`src/rtl/alu_seq_pkg.sv`:
```
// Shared types and constants for the ALU command sequencer:
// FSM state encoding, ALU control codes and flag bit positions.
package alu_seq_pkg;

   typedef enum logic [1:0] {
      IDLE = 2'd0,
      WAIT = 2'd1,
      RESP = 2'd2
   } state_e;

   // ALU control codes understood by the external shift+ALU datapath.
   localparam logic [2:0] ALU_ADD = 3'b000;
   localparam logic [2:0] ALU_SUB = 3'b001;
   localparam logic [2:0] ALU_AND = 3'b010;
   localparam logic [2:0] ALU_OR  = 3'b011;

   // Bit positions inside the 4-bit {N,Z,C,V} flag vector.
   localparam int FLAG_N = 3;
   localparam int FLAG_Z = 2;
   localparam int FLAG_C = 1;
   localparam int FLAG_V = 0;

endpackage : alu_seq_pkg

```
`src/rtl/alu_cmd_sequencer_checker.sv`:
```
// Result checker for the ALU command sequencer: flags a captured result
// that differs from the expected value and counts such responses.
// Only instantiated when ALU_SEQ_CHECK_EN is defined.
module alu_seq_checker #(
   parameter int DATA_W = 5,
   parameter int CNT_W  = 8
) (
   input  logic              clk,
   input  logic              rst_n,
   input  logic              capture_i,
   input  logic [DATA_W-1:0] result_i,
   input  logic [DATA_W-1:0] exp_i,
   input  logic              rsp_hs_i,
   output logic              mismatch_o,
   output logic [CNT_W-1:0]  err_count_o
);

   logic             mismatch_q, mismatch_d;
   logic [CNT_W-1:0] err_q, err_d;

   // Next state: compare at capture, count mismatches on the response handshake.
   always_comb begin
      mismatch_d = mismatch_q;
      err_d      = err_q;
      if (capture_i) begin
         mismatch_d = (result_i != exp_i);
      end
      if (rsp_hs_i && mismatch_q && (err_q != {CNT_W{1'b1}})) begin
         err_d = err_q + CNT_W'(1);
      end
   end

   // State registers, cleared by reset.
   always_ff @(posedge clk or negedge rst_n) begin
      if (!rst_n) begin
         mismatch_q <= 1'b0;
         err_q      <= '0;
      end else begin
         mismatch_q <= mismatch_d;
         err_q      <= err_d;
      end
   end

   assign mismatch_o  = mismatch_q;
   assign err_count_o = err_q;

endmodule : alu_seq_checker

```
`src/rtl/alu_cmd_sequencer.sv`:
```
// Initiator-side driver for the shift+ALU datapath. Accepts one command at a
// time over valid/ready, drives registered operands/controls to the ALU,
// waits SETTLE cycles, captures Result/ALUFlag and returns them over valid/ready.
// Optional feature: define ALU_SEQ_CHECK_EN to compare the captured result
// against cmd_exp (rsp_mismatch, err_count); otherwise both are tied to 0.
module alu_cmd_sequencer
   import alu_seq_pkg::*;
#(
   parameter int DATA_W = 5,
   parameter int SETTLE = 1,
   parameter int CNT_W  = 8
) (
   input  logic              clk,
   input  logic              rst_n,
   input  logic              cmd_valid,
   output logic              cmd_ready,
   input  logic [DATA_W-1:0] cmd_a,
   input  logic [DATA_W-1:0] cmd_b,
   input  logic [1:0]        cmd_bshift,
   input  logic              cmd_lorr,
   input  logic [2:0]        cmd_ctl,
   input  logic [DATA_W-1:0] cmd_exp,
   output logic [DATA_W-1:0] alu_a,
   output logic [DATA_W-1:0] alu_b,
   output logic [1:0]        alu_bshift,
   output logic              alu_lorr,
   output logic [2:0]        alu_ctl,
   input  logic [DATA_W-1:0] alu_result,
   input  logic [3:0]        alu_flag,
   output logic              rsp_valid,
   input  logic              rsp_ready,
   output logic [DATA_W-1:0] rsp_result,
   output logic [3:0]        rsp_flag,
   output logic              rsp_mismatch,
   output logic [CNT_W-1:0]  op_count,
   output logic [CNT_W-1:0]  err_count,
   output logic              busy
);

   // Settle counter only needs to hold values 0..SETTLE.
   localparam int SET_W = (SETTLE < 1) ? 1 : $clog2(SETTLE + 1);

   state_e            state_q, state_d;
   logic [SET_W-1:0]  cnt_q, cnt_d;
   logic [DATA_W-1:0] alu_a_q, alu_a_d;
   logic [DATA_W-1:0] alu_b_q, alu_b_d;
   logic [1:0]        alu_bshift_q, alu_bshift_d;
   logic              alu_lorr_q, alu_lorr_d;
   logic [2:0]        alu_ctl_q, alu_ctl_d;
   logic              rsp_valid_q, rsp_valid_d;
   logic [DATA_W-1:0] rsp_result_q, rsp_result_d;
   logic [3:0]        rsp_flag_q, rsp_flag_d;
   logic [CNT_W-1:0]  op_count_q, op_count_d;

   logic accept;
   logic capture;
   logic rsp_hs;

   // Next-state and datapath: IDLE accepts, WAIT counts down and captures, RESP waits for the consumer.
   always_comb begin
      // NOTE: every signal gets a default first so no path leaves it unassigned and no latch is inferred.
      state_d      = state_q;
      cnt_d        = cnt_q;
      alu_a_d      = alu_a_q;
      alu_b_d      = alu_b_q;
      alu_bshift_d = alu_bshift_q;
      alu_lorr_d   = alu_lorr_q;
      alu_ctl_d    = alu_ctl_q;
      rsp_valid_d  = rsp_valid_q;
      rsp_result_d = rsp_result_q;
      rsp_flag_d   = rsp_flag_q;
      op_count_d   = op_count_q;
      accept       = 1'b0;
      capture      = 1'b0;
      rsp_hs       = 1'b0;

      unique case (state_q)
         IDLE: begin
            if (cmd_valid) begin
               accept       = 1'b1;
               alu_a_d      = cmd_a;
               alu_b_d      = cmd_b;
               alu_bshift_d = cmd_bshift;
               alu_lorr_d   = cmd_lorr;
               alu_ctl_d    = cmd_ctl;
               cnt_d        = SET_W'(SETTLE);
               state_d      = WAIT;
            end
         end
         WAIT: begin
            cnt_d = cnt_q - SET_W'(1);
            if (cnt_q == SET_W'(1)) begin
               capture      = 1'b1;
               rsp_result_d = alu_result;
               rsp_flag_d   = alu_flag;
               rsp_valid_d  = 1'b1;
               state_d      = RESP;
            end
         end
         RESP: begin
            if (rsp_ready) begin
               rsp_hs      = 1'b1;
               rsp_valid_d = 1'b0;
               op_count_d  = op_count_q + CNT_W'(1);
               state_d     = IDLE;
            end
         end
         default: state_d = IDLE;
      endcase
   end

   // State and output registers; async reset aborts any operation in flight.
   always_ff @(posedge clk or negedge rst_n) begin
      if (!rst_n) begin
         state_q      <= IDLE;
         cnt_q        <= '0;
         alu_a_q      <= '0;
         alu_b_q      <= '0;
         alu_bshift_q <= '0;
         alu_lorr_q   <= 1'b0;
         alu_ctl_q    <= '0;
         rsp_valid_q  <= 1'b0;
         rsp_result_q <= '0;
         rsp_flag_q   <= '0;
         op_count_q   <= '0;
      end else begin
         // NOTE: non-blocking assignments so every register samples pre-edge values.
         state_q      <= state_d;
         cnt_q        <= cnt_d;
         alu_a_q      <= alu_a_d;
         alu_b_q      <= alu_b_d;
         alu_bshift_q <= alu_bshift_d;
         alu_lorr_q   <= alu_lorr_d;
         alu_ctl_q    <= alu_ctl_d;
         rsp_valid_q  <= rsp_valid_d;
         rsp_result_q <= rsp_result_d;
         rsp_flag_q   <= rsp_flag_d;
         op_count_q   <= op_count_d;
      end
   end

   assign cmd_ready  = (state_q == IDLE);
   assign busy       = (state_q != IDLE);
   assign alu_a      = alu_a_q;
   assign alu_b      = alu_b_q;
   assign alu_bshift = alu_bshift_q;
   assign alu_lorr   = alu_lorr_q;
   assign alu_ctl    = alu_ctl_q;
   assign rsp_valid  = rsp_valid_q;
   assign rsp_result = rsp_result_q;
   assign rsp_flag   = rsp_flag_q;
   assign op_count   = op_count_q;

`ifdef ALU_SEQ_CHECK_EN
   logic [DATA_W-1:0] exp_q;

   // Expected result is latched with the command so the source may move on.
   always_ff @(posedge clk or negedge rst_n) begin
      if (!rst_n) begin
         exp_q <= '0;
      end else if (accept) begin
         exp_q <= cmd_exp;
      end
   end

   alu_seq_checker #(
      .DATA_W (DATA_W),
      .CNT_W  (CNT_W)
   ) u_checker (
      .clk         (clk),
      .rst_n       (rst_n),
      .capture_i   (capture),
      .result_i    (alu_result),
      .exp_i       (exp_q),
      .rsp_hs_i    (rsp_hs),
      .mismatch_o  (rsp_mismatch),
      .err_count_o (err_count)
   );
`else
   // Without checking, the expected value and checker strobes have no consumer.
   logic unused_chk;
   assign unused_chk   = ^{cmd_exp, accept, capture, rsp_hs};
   assign rsp_mismatch = 1'b0;
   assign err_count    = '0;
`endif

endmodule : alu_cmd_sequencer

```
`config.mk`:
```
export PLATFORM = sky130hd
export DESIGN_NAME = alu_cmd_sequencer
export DESIGN_NICKNAME = d
export VERILOG_FILES = /design/src/rtl/alu_seq_pkg.sv /design/src/rtl/alu_cmd_sequencer_checker.sv /design/src/rtl/alu_cmd_sequencer.sv
export SDC_FILE = /design/constraint.sdc
export NUM_CORES = 1
export LEC_CHECK = 0
export BUFFER_PORTS_ARGS = -buffer_cell sky130_fd_sc_hd__buf_2
export CAP_MARGIN = 20
export CORE_MARGIN = 3
export CORE_UTILIZATION = 45
export CTS_CLUSTER_SIZE = 10
export DETAILED_ROUTE_END_ITERATION = 12
export GPL_TIMING_DRIVEN = 0
export PLACE_DENSITY = 0.79
export SLEW_MARGIN = 20
export SYNTH_ARGS = -nofsm -noshare
export SYNTH_HDL_FRONTEND = slang
export SYNTH_HIERARCHICAL = 1
export SYNTH_SLANG_ARGS = --single-unit
```
`constraint.sdc`:
```
create_clock -name clk -period 1.84 [get_ports clk]
set_input_delay 0.276 -clock clk [delete_from_list [all_inputs] [get_ports clk]]
set_output_delay 0.276 -clock clk [all_outputs]
set_load 0.01 [all_outputs]
```
==> metrics.cfg <==
[outcome]
status = complete, no violations

[cts]
cts_buffers = 5
root_buffer = clkbuf_4
post-cts-setup-buffers = 0
holdBufCountCts = 0
post_cts_resized = 0
tritoncts = yes
cts_buffer_depth = 2
cts_max_level = 2
insertion_delay_ns = 0.32
cts_sinks = 37
clk_pin_slew_worst_paths_ns = 0.10

[finish]
n_antenna_cell = 0
drive_above_1_share_pct = 57.6
multi_input_area_um2 = 578
seqCellArea_um2 = 926
stdcell_area_um2 = 2050
fin_nets = 225
nFillCells = 281
synthToLayoutAreaGrowth_pct = 28.5

[timing]
worstMarginPinSlew_ns = 0.786
maxSlewHeadroom_pct = 47.6
hold_slack_ns = 0.0226
final-setup-viol-count = 0
worst_slack_ns = 0.216
min_period_ns = 1.62
rsz0062_at_grt = false
final-hold-violation-count = 0
finalClockSkew_ns = 0.0114
finalCritPeriodShare_pct = 88.3
max_freq_mhz = 616
tns_ns = 0
final-max-slew-violation-count = 0

[floorplanning]
die_y_um = 65.5
rows = 20
start_util_pct = 49.7
die_w_um = 65.5
fp.coreArea_um2 = 3200
ios = 79
dieArea_um2 = 4290

[place]
hpwl_um = 2230
placed_area_um2 = 2000
pre_cts_ws_ns = 0.238
io_buffers = 64
globalplace.congestion = 0.665

[logic_synthesis]
synth_seq_cells = 37
seq_area_frac_synth_pct = 58.1
syn_area_per_cell_um2 = 14.3
synth_cell_types = 28
yosys_warnings = 6
syn_area_um2 = 1590
netlist_instances = 111

[power]
p_seq_share_pct = 44.2
comb_power_share_pct = 43.9
p_sw_w = 0.00108
clockPowerShare_pct = 11.9
leakagePower_nw = 1.07
p_int_w = 0.00213
total_power_w = 0.00321
switching_share_pct = 33.7
power_density_nw_per_um2 = 1570
peakVddDrop_mv = 0.742

[grt]
antenna_found_initial = 0
grt_usage_pct = 15.2
grt_max_degree = 38
grt_pass1_vias = 1079
overflow = 0
grt_pass1_wl_um = 4910

[worst_setup_path]
timing.rr.start = state_q[0]$_DFFE_PN0P_
cp-start-kind = flip-flop
end_kind = flip-flop
cpPeakStageDelay_ns = 0.46
crit_start = state_q[0]$_DFFE_PN0P_
criticalPathCategory = reg -> reg
arrival_ns = 1.83
worst_path_max_delay_cell = dfrtp_1
crit_chain = or2_4 > inv_2 > and2_4 > buf_6 > buf_12 > mux2_4
worstPathMaxFanout = 10
crit_required_ns = 2.04

[routing]
detail_route.first_pass.iterations = 3
drt-vias-per-instance = 4.57
routed_wirelength_um = 2910
drc_errors = 0
drt_iter0_drc = 16
vias = 1073
routedWlPerCell_um = 12.4
ant_nets = 0

[flow_run]
maxCapViolCount = 0

[hold_path]
hold_class = in -> async

## layout by cell type (no fill, tap or decap)
cell      Yosys  routed
xnor2_1       4       4
buf_4         9       9
nand4_1       4       4
ha_1          1       1
buf_6         1       1
and3_1        1       1
conb_1        1       9
and3b_1       1       1
mux2_2       16      16
inv_1         2       2
nand2b_1      1       1
or2_4         1       1
clkbuf_4      0       5
and2_4        1       1
nand3b_1      1       1
inv_2         1       1
clkbuf_1      1       4
nand4b_1      1       1
xor2_1        3       3
mux2_4       10      10
nor3_1        2       2
nand2_1       3       3
nor2_1        3       3
mux2i_1       1       1
dfrtp_1      37      37
o21ai_0       2       2
buf_2         1      65
o21a_1        1       1
buf_12        1       1
## final cells by class
| cell class | count | share of cell area [%] |
|---|---|---|
| Tap cell | 44 | 2.69 |
| Buffer | 13 | 5.26 |
| Inverter | 3 | 0.550 |
| Timing Repair Buffer | 64 | 15.6 |
| Clock buffer | 8 | 2.38 |
| Multi-Input combinational cell | 66 | 28.2 |
| Sequential cell | 37 | 45.2 |
## cell families (layout without fill, tap and decap cells)
group	count (synthesis)	count (layout)	share of synthesized area (%)
flip-flops	37	37	58.1
AO/OA/AOI/OAI	3	3	1.10
buffers and inverters	16	88	7.46
AND/OR/NAND/NOR	19	19	7.07
other	1	9	0.235
adder cells (fa/ha/maj)	1	1	0.785
XOR/XNOR	7	7	3.85
multiplexers	27	27	21.4
## layer usage
metal / global-route usage (%) / vias up / wire, um
li1: - / 519 / -
met1: 18.9 / 494 / 1270
met2: 24.5 / 57 / 1310
met3: 4.62 / 3 / 306
met4: 6.22 / 0 / 28
met5: 0 / - / 0
## flip-flops by register name (all words and copies together) (netlist names)
name        cells
op_count        8
alu_a           5
alu_b           5
rsp_result      5
rsp_flag        4
alu_ctl         3
alu_bshift      2
state_q         2
alu_lorr        1
cnt_q           1
rsp_valid       1
## worst max-delay path, delay by kind of cell (launching register included)
kind | cells | cell delay, ns
buf+inv | 3 | 0.34
flops | 1 | 0.46
mux | 1 | 0.30
simple gates | 2 | 0.41
## final timing paths
check | endpoint | slack [ns] | cells past startpoint
setup / recovery | alu_ctl[2]$_DFFE_PN0P_ | 0.22 | 6
hold / removal | op_count[4]$_DFFE_PN0P_ | 0.02 | 1
setup reg to reg | alu_ctl[2]$_DFFE_PN0P_ | 0.22 | 6
hold reg to reg | op_count[7]$_DFFE_PN0P_ | 0.46 | 1
max in group asynchronous | alu_ctl[1]$_DFFE_PN0P_ | 1.32 | 1
min in group clk | state_q[1]$_DFFE_PN0P_ | 0.15 | 2
## cells in the mapped netlist
cell type | n | area [um2]
mux2_2 | 16 | 180
or2_4 | 1 | 8.76
nand2_1 | 3 | 11.3
mux2i_1 | 1 | 10.0
conb_1 | 1 | 3.75
nand4_1 | 4 | 25.0
ha_1 | 1 | 12.5
buf_12 | 1 | 20.0
xnor2_1 | 4 | 35.0
inv_2 | 1 | 3.75
clkbuf_1 | 1 | 3.75
o21a_1 | 1 | 7.51
and3b_1 | 1 | 8.76
nor2_1 | 3 | 11.3
buf_4 | 9 | 67.6
mux2_4 | 10 | 150
nand4b_1 | 1 | 8.76
and2_4 | 1 | 8.76
nand2b_1 | 1 | 6.26
xor2_1 | 3 | 26.3
dfrtp_1 | 37 | 926
and3_1 | 1 | 6.26
o21ai_0 | 2 | 10.0
buf_2 | 1 | 5.00
nor3_1 | 2 | 10.0
buf_6 | 1 | 11.3
inv_1 | 2 | 7.51
nand3b_1 | 1 | 7.51
## power by group through the flow
stage	clock network, W	logic [W]	registers [W]
6_report	0.000383	0.00141	0.00142
5_1_grt	0.000443	0.00154	0.00148
4_1_cts	0.000409	0.00144	0.00142
3_5_place_dp	0	0.00143	0.00143
3_3_place_gp	0	0.00140	0.00141
2_1_floorplan	0	0.000750	0.00158
## stage by stage
| stage | util [%] | cells |
|---|---|---|
| 2_1_floorplan | - | 119 |
| 3_3_place_gp | 62.4 | 227 |
| 3_5_place_dp | 62.4 | 227 |
| 4_1_cts | 63.9 | 235 |
| 5_1_grt | 63.9 | 235 |
| 6_report | 63.9 | 235 |
Note: power is estimated with default switching activity, not from simulation.
